$ cat config.mk
export PLATFORM = sky130hd
export DESIGN_NAME = ram_arbiter
export DESIGN_NICKNAME = d
export VERILOG_FILES = /design/src/rtl/ram_arbiter_pkg.sv /design/src/rtl/ram_arbiter_rr_arb2.sv /design/src/rtl/ram_arbiter.sv
export SDC_FILE = /design/constraint.sdc
export NUM_CORES = 1
export LEC_CHECK = 0
export CAP_MARGIN = 10
export CELL_PAD_IN_SITES_DETAIL_PLACEMENT = 1
export CELL_PAD_IN_SITES_GLOBAL_PLACEMENT = 2
export CORE_MARGIN = 2
export CORE_UTILIZATION = 28
export CTS_CLUSTER_DIAMETER = 60
export DETAILED_ROUTE_END_ITERATION = 6
export DONT_BUFFER_PORTS = 1
export GPL_TIMING_DRIVEN = 0
export HOLD_SLACK_MARGIN = 0.15
export PLACE_DENSITY_LB_ADDON = 0.1
export SYNTH_ARGS = -nofsm -noshare
export SYNTH_HDL_FRONTEND = slang
export SYNTH_SLANG_ARGS = --single-unit
$ cat constraint.sdc
create_clock -name clk -period 1.6 [get_ports clk]
set_clock_uncertainty 0.15 [all_clocks]
set_input_delay 0.4 -clock clk [delete_from_list [all_inputs] [get_ports clk]]
set_output_delay 0.4 -clock clk [all_outputs]
set_load 0.1 [all_outputs]
$ cat src/rtl/ram_arbiter_pkg.sv
// ---------------------------------------------------------------------------
// ram_arbiter_pkg
// Shared definitions for the two-port RAM arbiter:
//   - controller state encoding (INIT sweep, RUN arbitration)
//   - default address/data widths and the value written by the init sweep
// ---------------------------------------------------------------------------
package ram_arbiter_pkg;

  // Controller states: INIT clears every RAM word, RUN serves requesters.
  typedef enum logic {
    ST_INIT = 1'b0,
    ST_RUN  = 1'b1
  } state_e;

  // Port identifiers as stored in the round-robin "last granted" register.
  localparam logic PORT0 = 1'b0;
  localparam logic PORT1 = 1'b1;

  // Default geometry of the attached RAM and the power-up clear value.
  localparam int          AW_DEF       = 4;
  localparam int          DW_DEF       = 8;
  localparam logic [7:0]  INIT_VAL_DEF = 8'h00;

endpackage : ram_arbiter_pkg

$ cat src/rtl/ram_arbiter_rr_arb2.sv
// ---------------------------------------------------------------------------
// rr_arb2
// Purely combinational two-way round-robin picker. The "last granted"
// history is owned by the caller, which keeps this block stateless.
//
// Ports:
//   req0, req1  in   requests from port 0 / port 1
//   last        in   port granted most recently (0 or 1)
//   gnt0, gnt1  out  one-hot (or zero) grant
// ---------------------------------------------------------------------------
module rr_arb2
  import ram_arbiter_pkg::*;
(
  input  logic req0,
  input  logic req1,
  input  logic last,
  output logic gnt0,
  output logic gnt1
);

  always_comb begin
    // NOTE: every output gets a default before any branch so no path leaves
    // it unassigned; an unassigned path in always_comb infers a latch.
    gnt0 = 1'b0;
    gnt1 = 1'b0;
    if (req0 && req1) begin
      // Contention: the port that did not win last time goes first.
      gnt0 = (last == PORT1);
      gnt1 = (last == PORT0);
    end else begin
      gnt0 = req0;
      gnt1 = req1;
    end
  end

endmodule : rr_arb2

$ cat src/rtl/ram_arbiter.sv
// ---------------------------------------------------------------------------
// ram_arbiter
// Owns one single-port synchronous-read RAM and shares it between two
// independent requesters. After reset every word is cleared to INIT_VAL
// (one word per clock), then at most one read or write per clock is granted
// round-robin to port 0 or port 1. Read data returns one cycle after grant.
//
// Ports:
//   clk, rst              clock, synchronous active-high reset
//   req*/we*/addr*/wdata* per-port request, 1 = write / 0 = read, address, data
//   gnt0, gnt1            combinational grant; request consumed at this edge
//   rvalid0, rvalid1      registered; shared rdata belongs to this port now
//   rdata                 pass-through of ram_rdata
//   init_done             registered; high once the clear sweep is complete
//   ram_we/addr/wdata     RAM command outputs
//   ram_rdata             RAM registered read data (valid cycle after address)
// ---------------------------------------------------------------------------
module ram_arbiter
  import ram_arbiter_pkg::*;
#(
  parameter int          AW       = AW_DEF,
  parameter int          DW       = DW_DEF,
  parameter logic [DW-1:0] INIT_VAL = INIT_VAL_DEF
) (
  input  logic          clk,
  input  logic          rst,

  input  logic          req0,
  input  logic          we0,
  input  logic [AW-1:0] addr0,
  input  logic [DW-1:0] wdata0,

  input  logic          req1,
  input  logic          we1,
  input  logic [AW-1:0] addr1,
  input  logic [DW-1:0] wdata1,

  output logic          gnt0,
  output logic          gnt1,
  output logic          rvalid0,
  output logic          rvalid1,
  output logic [DW-1:0] rdata,
  output logic          init_done,

  output logic          ram_we,
  output logic [AW-1:0] ram_addr,
  output logic [DW-1:0] ram_wdata,
  input  logic [DW-1:0] ram_rdata
);

  state_e        state_q,     state_d;
  logic [AW-1:0] init_cnt_q,  init_cnt_d;
  logic          last_q,      last_d;
  logic          init_done_q, init_done_d;
  logic          rvalid0_q,   rvalid0_d;
  logic          rvalid1_q,   rvalid1_d;

  logic          arb_gnt0;
  logic          arb_gnt1;

  rr_arb2 u_arb (
    .req0 (req0),
    .req1 (req1),
    .last (last_q),
    .gnt0 (arb_gnt0),
    .gnt1 (arb_gnt1)
  );

  // -------------------------------------------------------------------------
  // Next-state and RAM command logic
  // -------------------------------------------------------------------------
  always_comb begin
    state_d     = state_q;
    init_cnt_d  = init_cnt_q;
    last_d      = last_q;
    init_done_d = init_done_q;

    gnt0        = 1'b0;
    gnt1        = 1'b0;
    ram_we      = 1'b0;
    ram_addr    = '0;
    ram_wdata   = '0;

    unique case (state_q)
      ST_INIT: begin
        // Clear sweep: one word per clock; requests are ignored, not queued.
        ram_we     = 1'b1;
        ram_addr   = init_cnt_q;
        ram_wdata  = INIT_VAL;
        init_cnt_d = init_cnt_q + 1'b1;
        if (init_cnt_q == '1) begin
          state_d     = ST_RUN;
          init_done_d = 1'b1;
        end
      end

      ST_RUN: begin
        gnt0 = arb_gnt0;
        gnt1 = arb_gnt1;
        if (arb_gnt0) begin
          ram_we    = we0;
          ram_addr  = addr0;
          ram_wdata = wdata0;
          last_d    = PORT0;
        end else if (arb_gnt1) begin
          ram_we    = we1;
          ram_addr  = addr1;
          ram_wdata = wdata1;
          last_d    = PORT1;
        end
      end
    endcase

    // A granted read owns the shared rdata bus in the following cycle.
    rvalid0_d = gnt0 & ~we0;
    rvalid1_d = gnt1 & ~we1;
  end

  // -------------------------------------------------------------------------
  // State registers
  // -------------------------------------------------------------------------
  always_ff @(posedge clk) begin
    // NOTE: sequential state uses non-blocking assignments so every register
    // samples the pre-edge values, independent of statement order.
    if (rst) begin
      state_q     <= ST_INIT;
      init_cnt_q  <= '0;
      last_q      <= PORT1;   // port 0 wins the first contention
      init_done_q <= 1'b0;
      rvalid0_q   <= 1'b0;
      rvalid1_q   <= 1'b0;
    end else begin
      state_q     <= state_d;
      init_cnt_q  <= init_cnt_d;
      last_q      <= last_d;
      init_done_q <= init_done_d;
      rvalid0_q   <= rvalid0_d;
      rvalid1_q   <= rvalid1_d;
    end
  end

  assign rvalid0   = rvalid0_q;
  assign rvalid1   = rvalid1_q;
  assign init_done = init_done_q;
  assign rdata     = ram_rdata;

endmodule : ram_arbiter

==> summary.txt <==
Status
  – Status: finished, violations left
  – Failing checks: negative setup slack

Floorplanning
  – Ports: 64
  – Die W: 50.70 µm
  – Core box area: 2002 µm²
  – Die Footprint: 2570 µm²
  – Initial Util: 30.50%
  – Die Height: 50.70 µm
  – # rows: 16

Logic synthesis
  – Post-synth ARST share: 0%
  – Synth Cell Area: 610.6 µm²
  – EDFF count, synth: 0
  – Dominant synthesized flop cell: dfxtp_1
  – Area contributors post-synth: dfxtp_1 (30%), a22o_1 (11%), buf_4 (9.8%)
  – Top cell type's share of synthesized area: 29.51%
  – Post-Syn Area per Cell: 9.251 µm²
  – Syn_nets: 105
  – Sequential area share after synthesis: 29.51%
  – Synth area leader: dfxtp_1
  – Yosys warns: 0
  – Synth unique cells: 25
  – Cells after synthesis: 66
  – #FFs+latches synth: 9

Placed design
  – Placer congestion estimate: 0.6732
  – Placed Instance Area: 768.2 µm²
  – Dpl hpwl: 1362 µm
  – Buffers on Ports: 0

Setup path
  – FF-to-FF setup slack: 0.22 ns
  – Arr. time, crit path: 1.58 ns
  – CP Buf/Inv Count: 1
  – Crit-path max cell delay: 0.36 ns
  – Setup crit end kind: output port
  – Worst setup path class: flip-flop to output port
  – Reg2Reg Depth: 4
  – Worst R2R Start: last_q
  – Crit Path Max Fanout: 5
  – R2r endpoint: rvalid0
  – Slowest stage cell, crit path: dfxtp_4
  – Critical Path, Cell by Cell: nand2b_4 -> and3_4 -> bufbuf_16 -> a22o_4
  – Crit path launch: last_q
  – CP startpoint kind: flip-flop
  – Worst endpoint required time: 1.05 ns
  – Top delay family on crit path: flip-flops

Final layout
  – Most frequent cells in the layout: buf_4 (12), a22o_4 (8), nor2_1 (5)
  – Layout area overhead: 58.20%
  – Core Util, Final: 48.25%
  – Final #Nets: 118
  – Layout cells sized above 1: 62.82%
  – Commonest non-fill, non-tap cell in the layout: buf_4
  – Diode count: 0
  – Finished Cell Area: 965.9 µm²

Global routing
  – Vias in the first global route: 564
  – Met2 GRT Util: 25.88%
  – Pin count of the biggest net entering global routing: 10
  – Initial antenna violation count: 0
  – GR Util met3: 8.631%
  – GR peak layer: met2
  – First-pass GRT wire length: 2780 µm
  – M1 GR Usage: 15.04%
  – Gr usage total: 14.86%
  – GRT overflow: 0

Timing
  – Slew headroom: 64.84%
  – Final setup fails: 15
  – Final worst slack: -0.5335 ns
  – Tightest Pin Transition: 0.5274 ns
  – Tmin final: 2.134 ns
  – Final Max Tran Viols: 0
  – Final Cycle Share: 133.3%
  – Fmax: 468.7 MHz
  – RSZ-0062 raised after global routing: yes
  – Hold Vio Cnt, Final: 0

Hold path
  – Hold EP: last_q
  – HP Class: input port to flip-flop
  – HP Start: req0
  – Worst Hold Depth: 2

Clocking
  – CTS tree: done
  – H-tree depth: 1
  – TritonCTS buffer count: 3
  – Root Driver: clkbuf_4
  – Worst-skew pair later-pin latency: 0.27 ns
  – Clock Pin Slew Worst Setup and Hold Paths: 0.06 ns
  – Max Root-Sink Buffers: 2
  – Sink Count: 9

Detailed routing
  – WL/cell: 17.48 µm
  – Pre-Repair DR Iteration Count: 4
  – Post-route ant nets: 0
  – 1st-iter DRT viols: 7
  – Drt total wl: 1835 µm
  – Vias: 574
  – Number of remaining DRC errors: 0
  – Routed vias/inst: 5.467

Flow run
  – Max-cap violations: 0

Power and ir drop
  – Worst vdd ir: 0.4015 mV
  – Pwr Density: 627.8 nW/µm²
  – Total power draw: 0.6064 mW
  – Static leakage: 0.4099 nW
==> final cells by class <==
class	count	area (µm²)
fillers	221	1036
flip-flops and latches	9	188.9
clock inverters	1	5.005
plain buffers	12	115.1
multi-input cells	43	470.5
clock buffers	3	22.52
well taps	27	33.78
inverters	1	3.754
repair buffers	9	126.4
==> sequential cells by signal (all words and copies together) (netlist names) <==
register    flops
init_cnt_q      4
init_done       1
last_q          1
rvalid0         1
rvalid1         1
state_q         1
==> repair_timing <==
item,CTS,global route
hold endpoints to repair,2,0
pin swaps,11,1
buffers inserted,5,0
hold buffers,2,0
setup endpoints to repair,18,15
gates cloned,2,0
resized for setup,14,0
==> per-stage QoR <==
step | setup TNS [ns] | worst slack (ns) | instances | hold slack, ns
after floorplan | -2.345 | -0.2191 | 66 | 0.3195
after detailed placement | -2.977 | -0.2580 | 93 | 0.3220
after global routing | -7.230 | -0.5775 | 105 | 0.2720
final | -6.518 | -0.5335 | 105 | 0.2618
after global placement | -2.937 | -0.2546 | 93 | 0.3201
after CTS | -6.750 | -0.5443 | 105 | 0.2532
==> routing by layer <==
| layer | up-vias | wire length, µm |
|---|---|---|
| met5 | - | 0 |
| met2 | 46 | 916 |
| met3 | 2 | 242 |
| li1 | 258 | - |
| met1 | 268 | 664 |
| met4 | 0 | 11 |
==> worst register-to-register path, delay by kind of cell (launching register included) <==
kind          cells  cell delay (ns)
flops             1             0.36
simple gates      3             0.48
buf+inv           1             0.27
==> how the worst max path moves through the flow <==
stage | cells after the start | end
floorplan | 4 | ram_addr[0]
global placement | 3 | ram_addr[3]
detailed placement | 3 | ram_addr[3]
CTS | 4 | ram_wdata[5]
global route | 4 | ram_wdata[5]
finish | 4 | ram_wdata[5]
==> power breakdown <==
group	internal, mW	leakage (nW)	switching [mW]	total, mW
combinational	0.0415	0.317	0.149	0.191
clock	0.0924	0.0177	0.0870	0.179
sequential	0.229	0.0751	0.00739	0.236
total	0.363	0.410	0.244	0.606
==> kinds of logic (layout without fill, tap and decap cells) <==
family | after synthesis | in the layout | share of synthesized area [%]
multiplexers | 1 | 1 | 1.639
buffers and inverters | 14 | 26 | 17.42
adder cells (fa/ha/maj) | 1 | 1 | 2.049
XOR/XNOR | 2 | 2 | 2.869
flip-flops | 9 | 9 | 29.51
AND/OR/NAND/NOR | 23 | 23 | 24.79
AO/OA/AOI/OAI | 16 | 16 | 21.72
==> synthesized netlist by cell type, types with 2 or more instances <==
master   n
buf_4    8
a21oi_1  2
a221o_1  4
nor2_1   5
nor2b_1  4
and3_4   2
dfxtp_1  9
nand3_1  4
nor3b_2  2
a31oi_1  2
buf_6    3
a22o_1   8
(Power assumes the default switching activity.)
